--- src/rtl/string_receiver_pkg.sv ---
// Shared types and defaults for the line-oriented string receiver.
// Terminator values and buffer depth default live here so every file agrees.
package string_receiver_pkg;

  typedef enum logic [1:0] {
    ST_IDLE    = 2'd0,
    ST_COLLECT = 2'd1,
    ST_DONE    = 2'd2
  } state_t;

  localparam logic [7:0] DEF_TERM_CR = 8'h0D;
  localparam logic [7:0] DEF_TERM_LF = 8'h0A;
  localparam int         DEF_MAX_LEN = 16;

  // Address width for a buffer of n entries (at least one bit).
  function automatic int addr_w(int n);
    return (n > 1) ? $clog2(n) : 1;
  endfunction

endpackage

--- src/rtl/string_receiver_if.sv ---
// Byte-in / line-out bus of the string receiver; master = UART + consumer side,
// slave = the receiver itself.
interface string_receiver_if
  import string_receiver_pkg::*;
#(
  parameter int MAX_LEN = DEF_MAX_LEN
);
  localparam int AW = addr_w(MAX_LEN);
  localparam int LW = $clog2(MAX_LEN + 1);

  logic [7:0]    i_rx_data;
  logic          i_rx_end;
  logic [AW-1:0] i_rd_addr;
  logic          i_line_ack;
  logic [7:0]    o_rd_data;
  logic [LW-1:0] o_line_len;
  logic          o_line_valid;
  logic          o_overflow;
  logic          o_busy;

  modport master (
    output i_rx_data, i_rx_end, i_rd_addr, i_line_ack,
    input  o_rd_data, o_line_len, o_line_valid, o_overflow, o_busy
  );

  modport slave (
    input  i_rx_data, i_rx_end, i_rd_addr, i_line_ack,
    output o_rd_data, o_line_len, o_line_valid, o_overflow, o_busy
  );

endinterface

--- src/rtl/string_receiver_line_buffer_ram.sv ---
// MAX_LEN x 8 simple dual-port line store: synchronous write, registered read.
// No reset on purpose; the controller masks read data until it is meaningful.
module line_buffer_ram #(
  parameter int DEPTH = 16,
  parameter int AW    = 4
) (
  input  logic          clk,
  input  logic          we,
  input  logic [AW-1:0] waddr,
  input  logic [7:0]    wdata,
  input  logic [AW-1:0] raddr,
  output logic [7:0]    rdata
);

  logic [7:0] mem [DEPTH];
  logic [7:0] rdata_q;

  always_ff @(posedge clk) begin
    if (we) mem[waddr] <= wdata;
    rdata_q <= mem[raddr];
  end

  assign rdata = rdata_q;

endmodule

--- src/rtl/string_receiver.sv ---
// Collects UART bytes into a line buffer until CR/LF, then holds the line
// (length, overflow flag, random-access read port) until the consumer acks.
module string_receiver
  import string_receiver_pkg::*;
#(
  parameter int         MAX_LEN = DEF_MAX_LEN,
  parameter logic [7:0] TERM_CR = DEF_TERM_CR,
  parameter logic [7:0] TERM_LF = DEF_TERM_LF
) (
  input logic              i_Clk,
  input logic              i_Rst_n,
  string_receiver_if.slave bus
);

  localparam int            AW   = addr_w(MAX_LEN);
  localparam int            LW   = $clog2(MAX_LEN + 1);
  localparam logic [LW-1:0] FULL = LW'(MAX_LEN);

  state_t        state_q, state_d;
  logic [LW-1:0] cnt_q, cnt_d;
  logic [LW-1:0] len_q, len_d;
  logic          ovf_q, ovf_d;
  logic          valid_q, valid_d;
  logic          busy_q, busy_d;
  logic          rd_ok_q, rd_ok_d;

  logic          we;
  logic [AW-1:0] waddr;
  logic [7:0]    ram_rdata;
  logic          is_term;
  logic          ack_done;

  assign is_term  = (bus.i_rx_data == TERM_CR) || (bus.i_rx_data == TERM_LF);
  assign ack_done = (state_q == ST_DONE) && bus.i_line_ack;

  always_comb begin
    state_d = state_q;
    cnt_d   = cnt_q;
    len_d   = len_q;
    ovf_d   = ovf_q;
    we      = 1'b0;
    waddr   = '0;

    // An acked DONE behaves as IDLE for any byte arriving in the same cycle.
    if (ack_done) begin
      state_d = ST_IDLE;
      cnt_d   = '0;
      ovf_d   = 1'b0;
    end

    if (bus.i_rx_end) begin
      if (state_q == ST_IDLE || ack_done) begin
        if (!is_term) begin
          we      = 1'b1;
          waddr   = '0;
          cnt_d   = LW'(1);
          state_d = ST_COLLECT;
        end
      end else if (state_q == ST_COLLECT) begin
        if (is_term) begin
          len_d   = cnt_q;
          state_d = ST_DONE;
        end else if (cnt_q < FULL) begin
          we    = 1'b1;
          waddr = cnt_q[AW-1:0];
          cnt_d = cnt_q + LW'(1);
        end else begin
          ovf_d = 1'b1;
        end
      end else begin
        // DONE without ack: buffer is frozen, byte is lost.
        ovf_d = 1'b1;
      end
    end

    valid_d = (state_d == ST_DONE);
    busy_d  = (state_d == ST_COLLECT);
    // Mask decision travels with the address so it lines up with the RAM's registered read.
    rd_ok_d = !((state_q == ST_DONE) && (LW'(bus.i_rd_addr) >= len_q));
  end

  always_ff @(posedge i_Clk or negedge i_Rst_n) begin
    if (!i_Rst_n) begin
      state_q <= ST_IDLE;
      cnt_q   <= '0;
      len_q   <= '0;
      ovf_q   <= 1'b0;
      valid_q <= 1'b0;
      busy_q  <= 1'b0;
      rd_ok_q <= 1'b0;
    end else begin
      state_q <= state_d;
      cnt_q   <= cnt_d;
      len_q   <= len_d;
      ovf_q   <= ovf_d;
      valid_q <= valid_d;
      busy_q  <= busy_d;
      rd_ok_q <= rd_ok_d;
    end
  end

  line_buffer_ram #(
    .DEPTH (MAX_LEN),
    .AW    (AW)
  ) u_ram (
    .clk   (i_Clk),
    .we    (we),
    .waddr (waddr),
    .wdata (bus.i_rx_data),
    .raddr (bus.i_rd_addr),
    .rdata (ram_rdata)
  );

  assign bus.o_rd_data    = rd_ok_q ? ram_rdata : 8'h00;
  assign bus.o_line_len   = len_q;
  assign bus.o_line_valid = valid_q;
  assign bus.o_overflow   = ovf_q;
  assign bus.o_busy       = busy_q;

endmodule

--- src/flat_wrapper.sv ---
// flat-port wrapper written by rule: the top's interface ports become plain ports
module string_receiver_flat import string_receiver_pkg::*;
#(
  parameter int         MAX_LEN = DEF_MAX_LEN,
  parameter logic [7:0] TERM_CR = DEF_TERM_CR,
  parameter logic [7:0] TERM_LF = DEF_TERM_LF
)
  (i_Clk, i_Rst_n, bus_i_rx_data, bus_i_rx_end, bus_i_rd_addr, bus_i_line_ack, bus_o_rd_data, bus_o_line_len, bus_o_line_valid, bus_o_overflow, bus_o_busy);
  string_receiver_if #(.MAX_LEN(MAX_LEN)) bus_i ();
  input logic i_Clk;
  input logic i_Rst_n;
  input wire logic [$bits(bus_i.i_rx_data)-1:0] bus_i_rx_data;
  input wire logic [$bits(bus_i.i_rx_end)-1:0] bus_i_rx_end;
  input wire logic [$bits(bus_i.i_rd_addr)-1:0] bus_i_rd_addr;
  input wire logic [$bits(bus_i.i_line_ack)-1:0] bus_i_line_ack;
  output wire logic [$bits(bus_i.o_rd_data)-1:0] bus_o_rd_data;
  output wire logic [$bits(bus_i.o_line_len)-1:0] bus_o_line_len;
  output wire logic [$bits(bus_i.o_line_valid)-1:0] bus_o_line_valid;
  output wire logic [$bits(bus_i.o_overflow)-1:0] bus_o_overflow;
  output wire logic [$bits(bus_i.o_busy)-1:0] bus_o_busy;
  assign bus_i.i_rx_data = bus_i_rx_data;
  assign bus_i.i_rx_end = bus_i_rx_end;
  assign bus_i.i_rd_addr = bus_i_rd_addr;
  assign bus_i.i_line_ack = bus_i_line_ack;
  assign bus_o_rd_data = bus_i.o_rd_data;
  assign bus_o_line_len = bus_i.o_line_len;
  assign bus_o_line_valid = bus_i.o_line_valid;
  assign bus_o_overflow = bus_i.o_overflow;
  assign bus_o_busy = bus_i.o_busy;
  string_receiver #(.MAX_LEN(MAX_LEN), .TERM_CR(TERM_CR), .TERM_LF(TERM_LF)) u_core (.i_Clk(i_Clk), .i_Rst_n(i_Rst_n), .bus(bus_i));
endmodule
--- config.mk ---
export PLATFORM = sky130hd
export DESIGN_NAME = string_receiver_flat
export DESIGN_NICKNAME = d
export VERILOG_FILES = /design/src/rtl/string_receiver_pkg.sv /design/src/rtl/string_receiver_if.sv /design/src/rtl/string_receiver_line_buffer_ram.sv /design/src/rtl/string_receiver.sv /design/src/flat_wrapper.sv
export SDC_FILE = /design/constraint.sdc
export NUM_CORES = 1
export LEC_CHECK = 0
export ABC_AREA = 1
export ABC_CLOCK_PERIOD_IN_PS = 2500
export CAP_MARGIN = 10
export CORE_MARGIN = 4
export CORE_UTILIZATION = 54
export CTS_BUF_LIST = sky130_fd_sc_hd__clkbuf_8
export DETAILED_ROUTE_END_ITERATION = 12
export MAX_ROUTING_LAYER = met4
export PLACE_DENSITY = 0.73
export SKIP_LAST_GASP = 1
export SYNTH_ARGS = -nofsm -noshare
export SYNTH_HDL_FRONTEND = slang
export SYNTH_HIERARCHICAL = 1
export SYNTH_SLANG_ARGS = --single-unit
--- constraint.sdc ---
create_clock -name i_Clk -period 2.5 [get_ports i_Clk]
set_clock_uncertainty 0.2 [all_clocks]
set_input_delay 0.75 -clock i_Clk [delete_from_list [all_inputs] [get_ports i_Clk]]
set_output_delay 0.75 -clock i_Clk [all_outputs]
set_load 0.005 [all_outputs]
==> summary.md, run 1 <==
| Metric | Value |
|---|---|
| Core Area | `between 10000 and 15000 um^2` |
| Worst r2r src | `u_core/state_q[1]$_DFF_PN0_` |
| YS warnings | `6` |
| Post-synth top area share | `0.561` |
| Crit path launch type | `flip-flop` |
| Leakage | `between 0.003 and 0.004 uW` |
| Number of cell rows | `40` |
| Worst Setup SP | `u_core/rd_ok_q$_DFF_PN0_` |
| Max-cap violations | `0` |
| Die area | `about 15000 um^2` |
| Via count | `just under 5000` |
| Die H | `between 100 and 150 um` |
| RD Place Congestion | `just under 0.9` |
| Relative slew slack | `0.604` |
| Htree depth | `4` |
| FILL cells | `around 930` |
| Post-DRT Antenna Nets | `0` |
| Syn nets | `a little over 700` |
| Vias in the first global route | `around 4900` |
| Smallest hold slack | `between 300 and 400 ps` |
| Synth Area in Compound Gates | `0.0195` |
| Gr busiest metal | `met2` |
| Status | `complete, no violations` |
| Met1 global-route usage | `0.300` |
| TritonCTS clock tree | `done` |
| Ys async rst share | `0.105` |
| CP cell instances | `nand2_1, inv_1, clkdlybuf4s50_1` |
| Ranking of synthesized cells by area | `edfxtp_1 (56%), nand2_1 (12%), nand3_1 (7.7%)` |
| Nets | `791` |
| HP Class | `flip-flop to flip-flop` |
| Synth Register Bits | `roughly 150` |
| Synth Area in Adders | `0.00913` |
| CTS max path bufs | `2` |
| Top cells by count, synth | `nand2_1 (214), inv_1 (132), edfxtp_1 (128)` |
| Largest net degree at the start of global routing | `65` |
| Detailed Route WL | `16200 um` |
| Final Hold Vio Count | `0` |
| Main synth FF type | `edfxtp_1` |
| Critical-path top delay cell | `clkdlybuf4s50_1` |
| Grt ovf | `0` |
| Clk root buf | `clkbuf_8` |
| Vias per inst | `about 5.2` |
| Top-count cell post-synth | `nand2_1` |
| CP max stage delay | `~480 ps` |
| GR Util All Layers | `0.240` |
| Mapped Area | `between 6000 and 7000 um^2` |
| GR Layer Usage met3 | `0.0491` |
| Die width | `about 120 um` |
| Starting Density | `0.561` |
| Final Setup Violations | `0` |
| P&R area growth vs syn | `18.2%` |
| Cells after Synth | `697` |
| Crit-path leading delay family | `buffers and inverters` |
| IO buf count | `31` |
| Post-synthesis xor/xnor area fraction | `0.00128` |
| CP Class | `flip-flop to primary output` |
| Final cycle utilization of the critical path | `0.970` |
| # diodes | `0` |
| Met2 usage | `0.381` |
| WP data arrival | `between 1000 and 1500 ps` |
| Crit Path Max Fanout | `3` |
| Clock-pin slew on the worst setup and hold paths | `roughly 70 ps` |
| Worst Path Required | `1550 ps` |
| Initial antenna violation count | `0` |
| Largest family of logic cells by synthesized area | `simple AND/OR/NAND/NOR gates` |
| Post-synthesis cell type with the largest combined area | `edfxtp_1` |
| Cells after DPL | `a little over 900` |
| Synth unique cells | `29` |
| Number of flops mapped to enable cells by yosys | `approximately 130` |
| Hold_sp | `u_core/bus.o_overflow$_DFF_PN0_` |
| WL/cell | `~17 um` |
| Crit end category | `primary output` |
| Crit path buffers/inverters | `2` |
| Fmax | `roughly 410 MHz` |
| Final slew viol count | `0` |
| Final Non-Filler Cells | `approximately 950` |
| Seq/Total Area, Yosys | `0.643` |
| Share of layout cells above drive strength 1 | `0.165` |
| Initial DRC Count | `~460` |
| Io pins | `32` |
| DRC viols | `0` |
| Worst skew pair latency | `around 450 ps` |
| RSZ-0062 raised after global routing | `no` |
| Worst-Margin Slew | `593 ps` |
| Mux share of post-synthesis cell area | `0` |
| Synth Area in Simple Gates | `0.224` |
| Min Tclk post-route | `about 2400 ps` |
| PD cells | `between 700 and 800 nW/um^2` |
| Worst reg2reg setup slack | `approximately 280 ps` |
| Dpl hpwl | `10900 um` |
| Router iterations before antenna repair | `8` |
| First-pass GRT wire length | `roughly 25000 um` |
| Num CTS Buffers | `17` |
| CTS Sinks | `approximately 150` |
| Total negative slack | `0 ps` |
| Mean Syn Cell Area | `around 9.8 um^2` |
| Max VDD drop | `between 400 and 500 uV` |
-- kinds of logic after synthesis --
logic type                 Yosys count
buffers and inverters              163
adders and majority gates            5
AOI/OAI and AO/OA                   19
DFF                                152
and+or+nand+nor                    357
xor gates and xnor gates             1
-- what timing repair did --
action,CTS,global route
pin swaps,5,4
setup buffers,1,2
gates resized for setup,37,21
endpoints found under the setup margin,136,128
hold buffers,0,0
-- cell type report --
class / instances / area, um^2 / share of cell area
multi-input cells: 382 / 1860 / 0.230
repair buffers: 81 / 708 / 0.0875
well taps: 168 / 210 / 0.0260
clock inverters: 15 / 166 / 0.0206
flip-flops and latches: 152 / 4410 / 0.544
inverters: 136 / 510 / 0.0630
clock buffers: 17 / 234 / 0.0289
-- registers in the layout, summed over array words and instances (netlist names) --
name,count
u_core/bus.o_line_len,5
u_core/bus.o_overflow,1
u_core/u_ram/rdata,8
u_core/bus.o_busy,1
u_core/rd_ok_q,1
u_core/bus.o_line_valid,1
u_core/state_q,2
u_core/cnt_q,5
u_core/u_ram/mem,128
-- per-stage QoR --
step / instance area [um^2] / total power (uW) / setup slack [ps] / util
global placement: 7540 / 3850 / -669 / 0.618
CTS: 8010 / 5790 / 10.7 / 0.656
floorplan: 6850 / 3520 / -45.1 / -
global route: 8100 / 6050 / 0.524 / 0.663
detailed placement: 7540 / 3880 / -769 / 0.618
finish: 8100 / 5800 / 75.3 / 0.663
-- worst register-to-register path, delay by kind of cell (launching register included) --
family,cells,cell delay [ps]
DFF,1,440
buffers and inverters,3,480
and+or+nand+nor,6,810
-- cells in the final DEF, fill, tap and decap left out, drive strengths merged --
master / instances
buf: 51
nand2: 217
o21a: 1
a21oi: 6
ha: 5
xor2: 1
inv: 138
nand3: 106
a21boi: 1
o211ai: 1
clkdlybuf4s50: 15
nand4: 2
dfrtp: 16
clkbuf: 17
nor2: 26
nor3: 6
dlygate4sd2: 13
dlymetal6s2s: 2
dfxtp: 8
o21ai: 10
clkinv: 9
edfxtp: 128
bufinv: 4
-- worst paths after layout --
check                           cells after the start                                    to
min in group asynchronous                           2  u_core/bus.o_line_len[4]$_DFFE_PN0P_
worst min-delay path                                2       u_core/bus.o_overflow$_DFF_PN0_
max in group asynchronous                           2              u_core/rd_ok_q$_DFF_PN0_
worst max register to register                      9      u_core/u_ram/mem[7][1]$_DFFE_PP_
worst max-delay path                                3                      bus_o_rd_data[2]
worst min register to register                      2       u_core/bus.o_overflow$_DFF_PN0_
-- layer usage --
layer,routed length [um],vias to the layer above,share of wire
li1,-,2362,-
met1,6550,2340,0.40
met2,7870,228,0.49
met3,1310,40,0.081
met4,479,0,0.030
met5,0,-,0
-- power by group --
group	switching [uW]	internal [uW]	leakage [uW]	total [uW]
Sequential	84.8	2890	0.00142	2980
Combinational	587	335	0.00200	922
Clock	844	1050	0.000213	1900
Note: power is estimated with default switching activity, not from simulation.
==> run 2: changes to the inputs <==
--- a/config.mk
+++ b/config.mk
@@ -7,7 +7,6 @@
 export LEC_CHECK = 0
 export ABC_AREA = 1
 export ABC_CLOCK_PERIOD_IN_PS = 2500
-export CAP_MARGIN = 10
 export CORE_MARGIN = 4
 export CORE_UTILIZATION = 54
 export CTS_BUF_LIST = sky130_fd_sc_hd__clkbuf_8
==> results of run 2 <==
Final layout, timing and power as in run 1 (identical DEF).
